### config.mk
export PLATFORM = sky130hd
export DESIGN_NAME = ksa_multiword_seq
export DESIGN_NICKNAME = d
export VERILOG_FILES = /design/src/rtl/ksa_multiword_seq.sv
export SDC_FILE = /design/constraint.sdc
export NUM_CORES = 1
export LEC_CHECK = 0
export CORE_MARGIN = 8
export CORE_UTILIZATION = 30
export CTS_CLUSTER_DIAMETER = 40
export CTS_CLUSTER_SIZE = 20
export DETAILED_ROUTE_END_ITERATION = 10
export PLACE_DENSITY_LB_ADDON = 0.3
export SLEW_MARGIN = 20
export SYNTH_ARGS = -nofsm -noshare
export SYNTH_HDL_FRONTEND = slang
export SYNTH_SLANG_ARGS = --single-unit
### constraint.sdc
create_clock -name clk -period 19.84 [get_ports clk]
set_clock_uncertainty 0.15 [all_clocks]
set_input_delay 2.976 -clock clk [delete_from_list [all_inputs] [get_ports clk]]
set_output_delay 2.976 -clock clk [all_outputs]
set_load 0.02 [all_outputs]
### src/rtl/ksa_multiword_seq.sv
// rtl/ksa_multiword_seq.sv - adds WORDS*16-bit operands one limb per cycle through an external 16-bit adder
module ksa_multiword_seq #(
  parameter int WORDS = 4
) (
  input  logic                  clk,
  input  logic                  rst,
  input  logic                  in_valid,
  output logic                  in_ready,
  input  logic [16*WORDS-1:0]   a,
  input  logic [16*WORDS-1:0]   b,
  input  logic                  cin,
  output logic                  out_valid,
  input  logic                  out_ready,
  output logic [16*WORDS-1:0]   sum,
  output logic                  cout,
  output logic [15:0]           add_a,
  output logic [15:0]           add_b,
  output logic                  add_cin,
  input  logic [15:0]           add_s,
  input  logic [15:0]           add_c
);

  localparam int IW = $clog2(WORDS);
  localparam logic [IW-1:0] LAST = IW'(WORDS - 1);

  typedef enum logic [1:0] {IDLE, RUN, DONE} state_t;

  state_t                state;
  logic [IW-1:0]         idx;
  logic [16*WORDS-1:0]   a_reg;
  logic [16*WORDS-1:0]   b_reg;
  logic                  carry_reg;

  // Only the limb carry-out is meaningful to the chain.
  logic unused_carries;
  assign unused_carries = ^add_c[14:0];

  always_comb begin
    add_a   = 16'h0;
    add_b   = 16'h0;
    add_cin = 1'b0;
    if (state == RUN) begin
      add_a   = a_reg[16*idx +: 16];
      add_b   = b_reg[16*idx +: 16];
      add_cin = carry_reg;
    end
  end

  always_ff @(posedge clk or posedge rst) begin
    if (rst) begin
      state     <= IDLE;
      idx       <= '0;
      a_reg     <= '0;
      b_reg     <= '0;
      carry_reg <= 1'b0;
      sum       <= '0;
      cout      <= 1'b0;
      in_ready  <= 1'b1;
      out_valid <= 1'b0;
    end else begin
      case (state)
        IDLE: begin
          if (in_valid) begin
            a_reg     <= a;
            b_reg     <= b;
            carry_reg <= cin;
            idx       <= '0;
            sum       <= '0;
            in_ready  <= 1'b0;
            state     <= RUN;
          end
        end
        RUN: begin
          sum[16*idx +: 16] <= add_s;
          carry_reg         <= add_c[15];
          if (idx == LAST) begin
            // idx parks on the last limb so it never leaves 0..WORDS-1.
            cout      <= add_c[15];
            out_valid <= 1'b1;
            state     <= DONE;
          end else begin
            idx <= idx + 1'b1;
          end
        end
        DONE: begin
          if (out_ready) begin
            out_valid <= 1'b0;
            in_ready  <= 1'b1;
            state     <= IDLE;
          end
        end
        default: begin
          out_valid <= 1'b0;
          in_ready  <= 1'b1;
          state     <= IDLE;
        end
      endcase
    end
  end

endmodule

==> flow_summary.rst, run 1 <==
.. list-table::
   :header-rows: 1

   * - Metric
     - Value
   * - Maximum clock path buffer count
     - 2
   * - Fin crit share
     - 30.8%
   * - Hold bufs inserted after CTS
     - 0
   * - Setup repair after global routing missed its margin
     - no
   * - Time the worst path needs with I/O delays and setup
     - 6.11 ns
   * - GRT Total Usage
     - 13.5%
   * - Sw frac
     - 35.4%
   * - Cell area after synthesis
     - 8520 um^2
   * - Pin count of the biggest net entering global routing
     - 135
   * - DRC viols
     - 0
   * - Post-CTS Setup Bufs
     - 0
   * - Count of state elements after synthesis
     - 200
   * - Number of setup violations in the final report
     - 0
   * - Number of rows in the core area
     - 61
   * - Average cell area after synthesis
     - 15.7 um^2
   * - Number of I/O pins
     - 265
   * - Number of H-tree branching levels
     - 4
   * - Quantity of gates resized following cts
     - 0
   * - DP HPWL
     - 15600 um
   * - Total via count in the routed design
     - 5487
   * - Power share of the combinational group
     - 45.9%
   * - Sequential share of power
     - 35.5%
   * - Total Die Area
     - 34000 um^2
   * - Synth Warn #
     - 0
   * - Commonest cells after routing, fill and taps aside
     - sky130_fd_sc_hd__clkdlybuf4s50_1 (249), sky130_fd_sc_hd__dfrtp_1 (197), sky130_fd_sc_hd__mux2_2 (129), sky130_fd_sc_hd__a22o_1 (64)
   * - Count of clock tree sinks
     - 200
   * - Setup slack of the worst register-to-register path
     - 16.69 ns
   * - Crit. End Element
     - primary output
   * - Number of unique standard cell types used by synthesis
     - 32
   * - Via count of the first global-routing pass
     - 6111
   * - Clk Latency, worst-skew pair
     - 0.42 ns
   * - TritonCTS clock tree
     - yes
   * - Multiplexer share of the synthesized area
     - 25.5%
   * - Type of element launching the critical path
     - flop
   * - Average wire per cell in the routed design
     - 19.6 um
   * - Starting density of the core
     - 30.6%
   * - Synth Instances
     - 542
   * - Proportion of layout cells with a drive suffix above 1
     - 26.3%
   * - Max capacitance violation total
     - 0
   * - Async SR Flop Fraction
     - 100%
   * - Required time of the critical path
     - 16.71 ns
   * - P_leak
     - 4.88 nW
   * - Launching instance or port of the critical path
     - idx[0]
   * - Post-synthesis to final-layout area growth
     - 40.2%
   * - Total negative setup slack
     - 0 ns
   * - Total of buffers placed on input and output ports
     - 249
   * - Number of max-slew violations in the final report
     - 0
   * - Run status
     - finished clean
   * - Psw
     - 684 uW
   * - Data arrival time of the worst path
     - 2.98 ns
   * - Clock Power Share
     - 18.6%
   * - Areal power density over the cells
     - 162 nW/um^2
   * - Leftover overflow at the end of global routing
     - 0
   * - Total clock buffers created by CTS
     - 17
   * - Clock transition at the registers of the reported paths
     - 0.08 ns
   * - Maximum achievable frequency
     - 164 MHz
   * - Final instance area
     - 11900 um^2
   * - Sequential-to-total area share from yosys stat
     - 58.8%
   * - Post-synthesis compound-gate area fraction
     - 7.67%
   * - Total power of the final layout
     - 1.93 mW
   * - Final hold vios
     - 0
   * - Post-DR vias/cell
     - 4.69
   * - Maximum fanout count along the critical path
     - 24
   * - Routed wire length
     - 22900 um
   * - Initial antenna violation count
     - 3
   * - Path type of the worst min-delay path
     - reg -> reg
   * - Area share of and/or/nand/nor cells after synthesis
     - 4.23%
   * - Adder-Cell Fraction of Synth Area
     - 0.881%
   * - Most common library cell in the layout ignoring fill and taps
     - sky130_fd_sc_hd__clkdlybuf4s50_1
   * - Final weighted congestion in routability-driven placement
     - 0.706
   * - Clock root buffer master
     - sky130_fd_sc_hd__clkbuf_16
   * - Internal Power
     - 1.25 mW
   * - Worst reg2reg path endpoint
     - a_reg[56]
   * - Core Region
     - 27900 um^2
   * - Cell Count, Final, Fillers Out
     - 1171
   * - Number of nets still failing antenna checks after routing
     - 0
   * - First-pass GRT wire length
     - 36000 um
   * - Dominant combinational cell family by area after synthesis
     - multiplexers
   * - Endpoint of the most critical setup path
     - add_a[15]
   * - Post-Syn Nets
     - 713
   * - Layout net count
     - 950
   * - Tightest Pin Transition
     - 0.996 ns
   * - Post-Place Cell Area
     - 11300 um^2
   * - Fill cells
     - 2600
   * - Number of flops mapped to enable cells by yosys
     - 0
   * - Worst Path Class, Setup
     - reg -> out
   * - Worst R2R Start
     - state[1]
   * - Worst vdd rail ir drop
     - 69.1 uV
   * - Depth of the worst register-to-register path
     - 4
   * - Cells after DPL
     - 1138
   * - Drt initial violations
     - 257
   * - Commonest register cell after synthesis
     - sky130_fd_sc_hd__dfrtp_1
   * - Die height
     - 185 um
   * - Worst-case headroom to the max-slew limit
     - 33.1%
   * - Die boundary width
     - 185 um
   * - Detailed Routing Iterations Pass 1
     - 4
   * - Synthesized-area fraction occupied by xor and xnor cells
     - 0%
-- area by class of cell --
type	count	area [um^2]	area share (%)
Sequential cell	200	5010	41.9
Antenna cell	1	2.50	0.0210
Clock inverter	15	190	1.59
Clock buffer	17	425	3.56
Multi-Input combinational cell	299	3280	27.4
Tap cell	378	473	3.96
Inverter	6	30.0	0.251
Timing Repair Buffer	255	2540	21.2
-- cells in the mapped netlist, drive strengths merged (3+ instances only) --
cell	number	area share (%)
nor2	3	0.13
dfrtp	199	58
and2	32	2.4
ha	6	0.88
clkbuf	7	0.32
mux2	129	17
buf	30	2.4
mux4	32	8.5
nand2b	3	0.22
a22o	64	6.6
inv	6	0.26
nand2	8	0.35
a21o	4	0.35
-- stage by stage --
stage	util, %	setup WS (ns)	hold slack, ns
after detailed placement	40.7	13.83	0.335
after floorplan	-	11.26	0.325
final	42.9	13.73	0.354
after global placement	40.7	13.84	0.334
after CTS	42.9	13.59	0.359
after global routing	42.9	13.50	0.365
-- worst max-delay path, cell delays in order (launching register included) --
cell and delay [ns]:
sky130_fd_sc_hd__dfrtp_2 0.66, sky130_fd_sc_hd__buf_4 0.58, sky130_fd_sc_hd__mux4_2 0.56, sky130_fd_sc_hd__and2_1 0.17, sky130_fd_sc_hd__clkdlybuf4s50_1 0.58
-- logic make-up (layout without fill, tap and decap cells) --
kind of cell	count (synthesis)	in the layout
AOI/OAI and AO/OA	77	77
and+or+nand+nor	55	55
adders and majority gates	6	6
muxes	161	161
DFF	200	200
buffers and inverters	43	293
other	0	1
-- how the worst min path moves through the flow --
stage	to	start	cells after the start
floorplan	a_reg[32]	a_reg[32]	1
global placement	sum[5]	sum[5]	1
detailed placement	sum[1]	sum[1]	1
CTS	a_reg[44]	a_reg[44]	1
global route	sum[15]	sum[15]	1
finish	a_reg[59]	a_reg[59]	1
-- metal layers --
layer,global-route usage [%],part of all wire (%)
met5,0,0.12
met4,2.61,0.75
met3,4.43,7.9
met2,21.8,47
met1,17.7,44
-- power groups by stage --
stage	clock network [mW]	logic, mW	registers, mW
3_3_place_gp	0	0.896	0.693
4_1_cts	0.373	0.908	0.690
5_1_grt	0.390	0.952	0.715
2_1_floorplan	0	0.552	0.708
6_report	0.359	0.887	0.687
3_5_place_dp	0	0.904	0.698
(Power assumes the default switching activity.)
==> run 2, diff against run 1 <==
==> constraint.sdc (replaced) <==
create_clock -name clk -period 5.2 [get_ports clk]
set_clock_uncertainty 0.15 [all_clocks]
set_input_delay 0.78 -clock clk [delete_from_list [all_inputs] [get_ports clk]]
set_output_delay 0.78 -clock clk [all_outputs]
set_load 0.02 [all_outputs]
==> run 2 against run 1 <==
Against the previous run:
- worst setup slack got worse by 13 ns
- hold slack better by 0.0024 ns
- global-route usage is 0.091 points higher
- via count rose by 0.29%
- critical path type unchanged
- critical endpoint is now add_a[0]
- largest cell class unchanged
==> flow_summary.rst, run 2 (synthesis gave the netlist of run 1 again) <==
.. list-table::
   :header-rows: 1

   * - Metric
     - Value
   * - Run status
     - finished clean (unchanged)
   * - Number of I/O pins
     - 265 (unchanged)
   * - Starting density of the core
     - 30.6% (unchanged)
   * - P_leak
     - 4.91 nW (was 4.88 nW)
   * - Post-synthesis to final-layout area growth
     - 41.2% (was 40.2%)
   * - Depth of the worst register-to-register path
     - 6 (was 4)
   * - Detailed Routing Iterations Pass 1
     - 4 (unchanged)
   * - Endpoint of the most critical setup path
     - add_a[0] (was add_a[15])
   * - Number of H-tree branching levels
     - 4 (unchanged)
   * - Routed wire length
     - 22900 um (about the same)
   * - Internal Power
     - 4.80 mW (was 1.25 mW)
   * - Clock root buffer master
     - sky130_fd_sc_hd__clkbuf_16 (unchanged)
   * - Sequential share of power
     - 36.2% (was 35.5%)
   * - Total of buffers placed on input and output ports
     - 249 (unchanged)
   * - Post-Place Cell Area
     - 11400 um^2 (was 11300 um^2)
   * - Initial antenna violation count
     - 1 (was 3)
   * - Hold Crit Depth
     - 1 (unchanged)
   * - Fill cells
     - 2562 (was 2600)
   * - Max capacitance violation total
     - 0 (unchanged)
   * - Drt initial violations
     - 311 (was 257)
   * - TritonCTS clock tree
     - yes (unchanged)
   * - Worst-case headroom to the max-slew limit
     - 34.0% (was 33.1%)
   * - Post-DR vias/cell
     - 4.69 (about the same)
   * - Number of stages on the worst setup path
     - 4 (unchanged)
   * - Type of element launching the critical path
     - flop (unchanged)
   * - Clk Latency, worst-skew pair
     - 0.43 ns (was 0.42 ns)
   * - Maximum fanout count along the critical path
     - 24 (unchanged)
   * - Launching instance or port of the critical path
     - idx[0] (unchanged)
   * - Path type of the worst min-delay path
     - reg -> reg (unchanged)
   * - Pin count of the biggest net entering global routing
     - 110 (was 135)
   * - Fin crit share
     - 78.6%
   * - Cells traversed along the worst timing path
     - buf_4 > mux4_2 > and2_1 > clkdlybuf4s50_1 (unchanged)
   * - Time the worst path needs with I/O delays and setup
     - 4.09 ns
   * - Worst R2R Start
     - idx[0] (was state[1])
   * - Count of clock tree sinks
     - 200 (unchanged)
   * - Maximum clock path buffer count
     - 2 (unchanged)
   * - Psw
     - 2.66 mW (was 684 uW)
   * - Number of max-slew violations in the final report
     - 0 (unchanged)
   * - Minimum setup slack in the final design
     - 1.11 ns (was 13.73 ns)
   * - Critical Path Max Stage Delay
     - 1.01 ns (was 0.66 ns)
   * - Final instance area
     - 12000 um^2 (was 11900 um^2)
   * - Core Region
     - 27900 um^2 (unchanged)
   * - Setup repair after global routing missed its margin
     - no (unchanged)
   * - Proportion of layout cells with a drive suffix above 1
     - 26.4% (was 26.3%)
   * - DRC viols
     - 0 (unchanged)
   * - Number of nets still failing antenna checks after routing
     - 0 (unchanged)
   * - Number of rows in the core area
     - 61 (unchanged)
   * - Worst-path cell with the longest stage delay
     - sky130_fd_sc_hd__dfrtp_2 (unchanged)
   * - Quantity of gates resized following cts
     - 0 (unchanged)
   * - Areal power density over the cells
     - 620 nW/um^2 (was 162 nW/um^2)
   * - Tightest Pin Transition
     - 0.983 ns (was 0.996 ns)
   * - Post-CTS Setup Bufs
     - 0 (unchanged)
   * - Via count of the first global-routing pass
     - 5956 (was 6111)
   * - Die height
     - 185 um (unchanged)
   * - Crit. End Element
     - primary output (unchanged)
   * - Worst reg2reg path endpoint
     - sum[52] (was a_reg[56])
   * - Sw frac
     - 35.6% (was 35.4%)
   * - Required time of the critical path
     - 4.27 ns (was 16.71 ns)
   * - Data arrival time of the worst path
     - 3.16 ns (was 2.98 ns)
   * - Total Die Area
     - 34000 um^2 (unchanged)
   * - Final hold vios
     - 0 (unchanged)
   * - Average wire per cell in the routed design
     - 19.5 um (was 19.6 um)
   * - Total via count in the routed design
     - 5503 (was 5487)
   * - Maximum achievable frequency
     - 245 MHz
   * - Most common library cell in the layout ignoring fill and taps
     - sky130_fd_sc_hd__clkdlybuf4s50_1 (unchanged)
   * - First-pass GRT wire length
     - 36000 um (about the same)
   * - Final weighted congestion in routability-driven placement
     - 0.722 (was 0.706)
   * - Worst Path Buf+Inv
     - 2 (unchanged)
   * - Total clock buffers created by CTS
     - 17 (unchanged)
   * - Worst slack after detailed placement
     - 1.45 ns (was 13.83 ns)
   * - Hold bufs inserted after CTS
     - 0 (unchanged)
   * - Setup slack of the worst register-to-register path
     - 1.82 ns (was 16.69 ns)
   * - Clock Power Share
     - 19.2% (was 18.6%)
   * - Layout net count
     - 951 (was 950)
   * - DP HPWL
     - 15900 um (was 15600 um)
   * - Clock transition at the registers of the reported paths
     - 0.08 ns (about the same)
   * - GRT Total Usage
     - 13.6% (was 13.5%)
   * - Number of setup violations in the final report
     - 0 (unchanged)
   * - Die boundary width
     - 185 um (unchanged)
   * - Power share of the combinational group
     - 44.6% (was 45.9%)
   * - Commonest cells after routing, fill and taps aside
     - sky130_fd_sc_hd__clkdlybuf4s50_1 (249), sky130_fd_sc_hd__dfrtp_1 (197), sky130_fd_sc_hd__mux2_2 (129), sky130_fd_sc_hd__a22o_1 (64) (unchanged)
   * - Leftover overflow at the end of global routing
     - 0 (unchanged)
   * - Total negative setup slack
     - 0 ns (unchanged)
   * - Worst Path Class, Setup
     - reg -> out (unchanged)
   * - Category of cells accounting for the largest share of critical-path delay
     - flip-flops (was buffers and inverters)
   * - Worst vdd rail ir drop
     - 240 uV (was 69.1 uV)
   * - Hold slack
     - 0.356 ns (was 0.354 ns)
==> run 2: cell types whose count changed in the layout (fill, tap and decap cells not counted) <==
| cell | before | now |
|---|---|---|
| sky130_fd_sc_hd__diode_2 | 1 | 2 |
| sky130_fd_sc_hd__inv_8 | 5 | 1 |
| sky130_fd_sc_hd__buf_12 | 0 | 4 |
| sky130_fd_sc_hd__buf_4 | 6 | 3 |
| sky130_fd_sc_hd__inv_16 | 0 | 3 |
| sky130_fd_sc_hd__clkinvlp_4 | 0 | 1 |
| sky130_fd_sc_hd__inv_6 | 3 | 4 |
| sky130_fd_sc_hd__clkinv_2 | 1 | 0 |
==> run 2: layout make-up <==
| class | count | area (um^2) | area share, % |
|---|---|---|---|
| Antenna cell | 2 | 5.00 | 0.0416 |
| Clock inverter | 15 | 220 | 1.83 |
| Timing Repair Buffer | 256 | 2590 | 21.6 |
| Sequential cell | 200 | 5010 | 41.6 |
| Inverter | 6 | 26.3 | 0.218 |
| Tap cell | 378 | 473 | 3.93 |
| Multi-Input combinational cell | 299 | 3280 | 27.2 |
| Clock buffer | 17 | 425 | 3.54 |
==> run 2: routing by layer <==
layer | track usage (%) | up-vias | wire length (um)
met2 | 21.2 | 159 | 10700
met1 | 18.5 | 2823 | 10300
met4 | 2.32 | 2 | 117
met5 | 0 | - | 13
li1 | - | 2510 | -
met3 | 4.49 | 9 | 1770
==> run 2: power groups by stage <==
stage	Clock (mW)	Combinational, mW	Sequential [mW]
detailed placement	0	3.39	2.74
CTS	1.49	3.40	2.71
floorplan	0	2.10	2.70
global placement	0	3.35	2.73
finish	1.43	3.32	2.70
global route	1.55	3.57	2.81
==> run 2: worst register-to-register path: stages (launching register included) <==
cell	delay, ns
sky130_fd_sc_hd__dfrtp_2	1.01
sky130_fd_sc_hd__buf_4	0.46
sky130_fd_sc_hd__inv_1	0.17
sky130_fd_sc_hd__ha_1	0.37
sky130_fd_sc_hd__nand2b_1	0.19
sky130_fd_sc_hd__nor4_4	0.75
sky130_fd_sc_hd__a22o_1	0.24
==> run 2: how the worst min path moves through the flow <==
stage | from | to | slack, ns
finish | sum[12] | sum[12] | 0.36
floorplan | a_reg[32] | a_reg[32] | 0.33
global placement | b_reg[55] | b_reg[55] | 0.33
detailed placement | sum[13] | sum[13] | 0.34
CTS | b_reg[60] | b_reg[60] | 0.36
global route | sum[63] | sum[63] | 0.37
==> run 2: stage by stage <==
step,power (mW),utilization (%),instances
after floorplan,4.81,-,542
after global placement,6.08,40.8,1139
after detailed placement,6.13,40.8,1139
after CTS,7.60,43.2,1171
after global routing,7.94,43.2,1171
final,7.46,43.2,1173
==> run 3, diff against run 2 <==
==> constraint.sdc (replaced) <==
create_clock -name clk -period 4 [get_ports clk]
set_clock_uncertainty 0.15 [all_clocks]
set_input_delay 0.6 -clock clk [delete_from_list [all_inputs] [get_ports clk]]
set_output_delay 0.6 -clock clk [all_outputs]
set_load 0.02 [all_outputs]
==> run 3 against run 2 <==
Against the previous run:
- hold slack barely moved
- die area did not move
- design area rose by 0.38%
- non-clock buffer count rose by 6
- register-to-register slack got worse by 0.62 ns
- clock power rose by 27%
- highest routed layer unchanged
- sequential share of layout area fell by 0.16 points
- critical path depth did not move
- sequential cell count did not move
==> flow_summary.rst, run 3 (synthesis gave the netlist of run 1 again) <==
.. list-table::
   :header-rows: 1

   * - Metric
     - Value
   * - Commonest cells after routing, fill and taps aside
     - sky130_fd_sc_hd__clkdlybuf4s50_1 (249), sky130_fd_sc_hd__dfrtp_1 (197), sky130_fd_sc_hd__mux2_2 (129), sky130_fd_sc_hd__a22o_1 (64) (unchanged)
   * - Core Region
     - 27900 um^2 (unchanged)
   * - Cell Count, Final, Fillers Out
     - 1177 (was 1173)
   * - Starting density of the core
     - 30.6% (unchanged)
   * - Critical Path Max Stage Delay
     - 0.84 ns (was 1.01 ns)
   * - Path type of the worst min-delay path
     - reg -> reg (unchanged)
   * - Post-CTS Setup Bufs
     - 0 (unchanged)
   * - Areal power density over the cells
     - 803 nW/um^2 (was 620 nW/um^2)
   * - Layout net count
     - 957 (was 951)
   * - Total via count in the routed design
     - 5537 (was 5503)
   * - Quantity of gates resized following cts
     - 0 (unchanged)
   * - P_leak
     - 4.94 nW (was 4.91 nW)
   * - Die height
     - 185 um (unchanged)
   * - Max capacitance violation total
     - 0 (unchanged)
   * - Tightest Pin Transition
     - 0.719 ns (was 0.983 ns)
   * - Post-synthesis to final-layout area growth
     - 41.8% (was 41.2%)
   * - Total Die Area
     - 34000 um^2 (unchanged)
   * - Clk Latency, worst-skew pair
     - 0.42 ns (was 0.43 ns)
   * - Total clock buffers created by CTS
     - 17 (unchanged)
   * - Worst-case headroom to the max-slew limit
     - 52.1% (was 34.0%)
   * - Detailed Routing Iterations Pass 1
     - 4 (unchanged)
   * - Worst R2R Start
     - idx[0] (unchanged)
   * - GRT Total Usage
     - 13.6% (about the same)
   * - Total of buffers placed on input and output ports
     - 249 (unchanged)
   * - Final hold vios
     - 0 (unchanged)
   * - Drt initial violations
     - 321 (was 311)
   * - Setup slack of the worst register-to-register path
     - 1.20 ns (was 1.82 ns)
   * - Count of clock tree sinks
     - 200 (unchanged)
   * - Crit. End Element
     - primary output (unchanged)
   * - Clock transition at the registers of the reported paths
     - 0.09 ns (was 0.08 ns)
   * - Depth of the worst register-to-register path
     - 7 (was 6)
   * - Number of H-tree branching levels
     - 4 (unchanged)
   * - Category of cells accounting for the largest share of critical-path delay
     - buffers and inverters (was flip-flops)
   * - Most common library cell in the layout ignoring fill and taps
     - sky130_fd_sc_hd__clkdlybuf4s50_1 (unchanged)
   * - Die boundary width
     - 185 um (unchanged)
   * - Number of max-slew violations in the final report
     - 0 (unchanged)
   * - Average wire per cell in the routed design
     - 19.5 um (about the same)
   * - Pin count of the biggest net entering global routing
     - 91 (was 110)
   * - Worst Path Buf+Inv
     - 2 (unchanged)
   * - Clock root buffer master
     - sky130_fd_sc_hd__clkbuf_16 (unchanged)
   * - Maximum clock path buffer count
     - 2 (unchanged)
   * - Number of rows in the core area
     - 61 (unchanged)
   * - Total negative setup slack
     - 0 ns (unchanged)
   * - Worst reg2reg path endpoint
     - sum[32] (was sum[52])
   * - Hold Crit Depth
     - 1 (unchanged)
   * - Number of I/O pins
     - 265 (unchanged)
   * - Total power of the final layout
     - 9.70 mW (was 7.46 mW)
   * - Maximum achievable frequency
     - 279 MHz
   * - First-pass GRT wire length
     - 35900 um (was 36000 um)
   * - Worst Path Class, Setup
     - reg -> out (unchanged)
   * - Run status
     - finished clean (unchanged)
   * - Initial antenna violation count
     - 2 (was 1)
   * - DRC viols
     - 0 (unchanged)
   * - Routed wire length
     - 22900 um (about the same)
   * - Worst vdd rail ir drop
     - 327 uV (was 240 uV)
   * - Fin crit share
     - 89.6%
   * - Cells traversed along the worst timing path
     - buf_4 > mux4_2 > and2_1 > clkdlybuf4s50_1 (unchanged)
   * - Data arrival time of the worst path
     - 2.83 ns (was 3.16 ns)
   * - Cells after DPL
     - 1145 (was 1139)
   * - Worst-path cell with the longest stage delay
     - sky130_fd_sc_hd__dfrtp_2 (unchanged)
   * - Leftover overflow at the end of global routing
     - 0 (unchanged)
   * - Final weighted congestion in routability-driven placement
     - 0.717 (was 0.722)
   * - Proportion of layout cells with a drive suffix above 1
     - 26.9% (was 26.4%)
   * - Post-DR vias/cell
     - 4.70 (was 4.69)
   * - Setup repair after global routing missed its margin
     - no (unchanged)
   * - Number of nets still failing antenna checks after routing
     - 0 (unchanged)
   * - Maximum fanout count along the critical path
     - 18 (was 24)
   * - ANT cells
     - 0 (was 2)
   * - HP Start
     - sum[12] (unchanged)
   * - Via count of the first global-routing pass
     - 6077 (was 5956)
   * - Hold bufs inserted after CTS
     - 0 (unchanged)
   * - Time the worst path needs with I/O delays and setup
     - 3.58 ns
   * - TritonCTS clock tree
     - yes (unchanged)
   * - Required time of the critical path
     - 3.25 ns (was 4.27 ns)
   * - Number of setup violations in the final report
     - 0 (unchanged)
   * - DP HPWL
     - 16000 um (was 15900 um)
   * - Endpoint of the worst hold path
     - sum[12] (unchanged)
   * - Post-layout utilization of the core
     - 43.3% (was 43.2%)
   * - Type of element launching the critical path
     - flop (unchanged)
run 3: cell types whose count changed in the layout (fill, tap and decap cells not counted), sizes merged:
cell / before / now
buf: 7 / 13
bufinv: 0 / 1
clkinv: 5 / 8
diode: 2 / 0
inv: 15 / 11
run 3: final cells by class:
class | instances | area (um^2)
well taps | 378 | 473
inverters | 6 | 26.3
clock buffers | 17 | 425
multi-input cells | 299 | 3280
fillers | 2550 | 15800
repair buffers | 262 | 2670
flip-flops and latches | 200 | 5010
clock inverters | 15 | 201
run 3: worst max path at each step:
| stage | start | cells after the start | endpoint |
|---|---|---|---|
| after detailed placement | idx[0] | 4 | add_a[13] |
| after floorplan | rst | 1 | a_reg[0] |
| after global routing | idx[0] | 4 | add_a[13] |
| after global placement | idx[0] | 4 | add_a[13] |
| after CTS | idx[0] | 4 | add_a[13] |
| final | idx[0] | 4 | add_a[13] |
run 3: stage by stage:
step	area (um^2)	hold WS, ns	worst slack (ns)
6_report	12100	0.357	0.417
5_1_grt	12100	0.374	0.197
4_1_cts	12100	0.359	0.318
3_5_place_dp	11400	0.334	0.804
3_3_place_gp	11400	0.334	0.805
2_1_floorplan	8520	0.325	0.662
run 3: per-layer routing:
layer	vias to the layer above	wire length, um	track usage (%)
li1	2512	-	-
met1	2828	10300	18.3
met2	175	10500	21.1
met3	18	1820	3.96
met4	4	277	3.68
met5	-	27	0
run 3: power by group:
part / internal (mW) / switching, mW
clock: 0.915 / 0.906
sequential: 2.91 / 0.561
combinational: 2.48 / 1.93
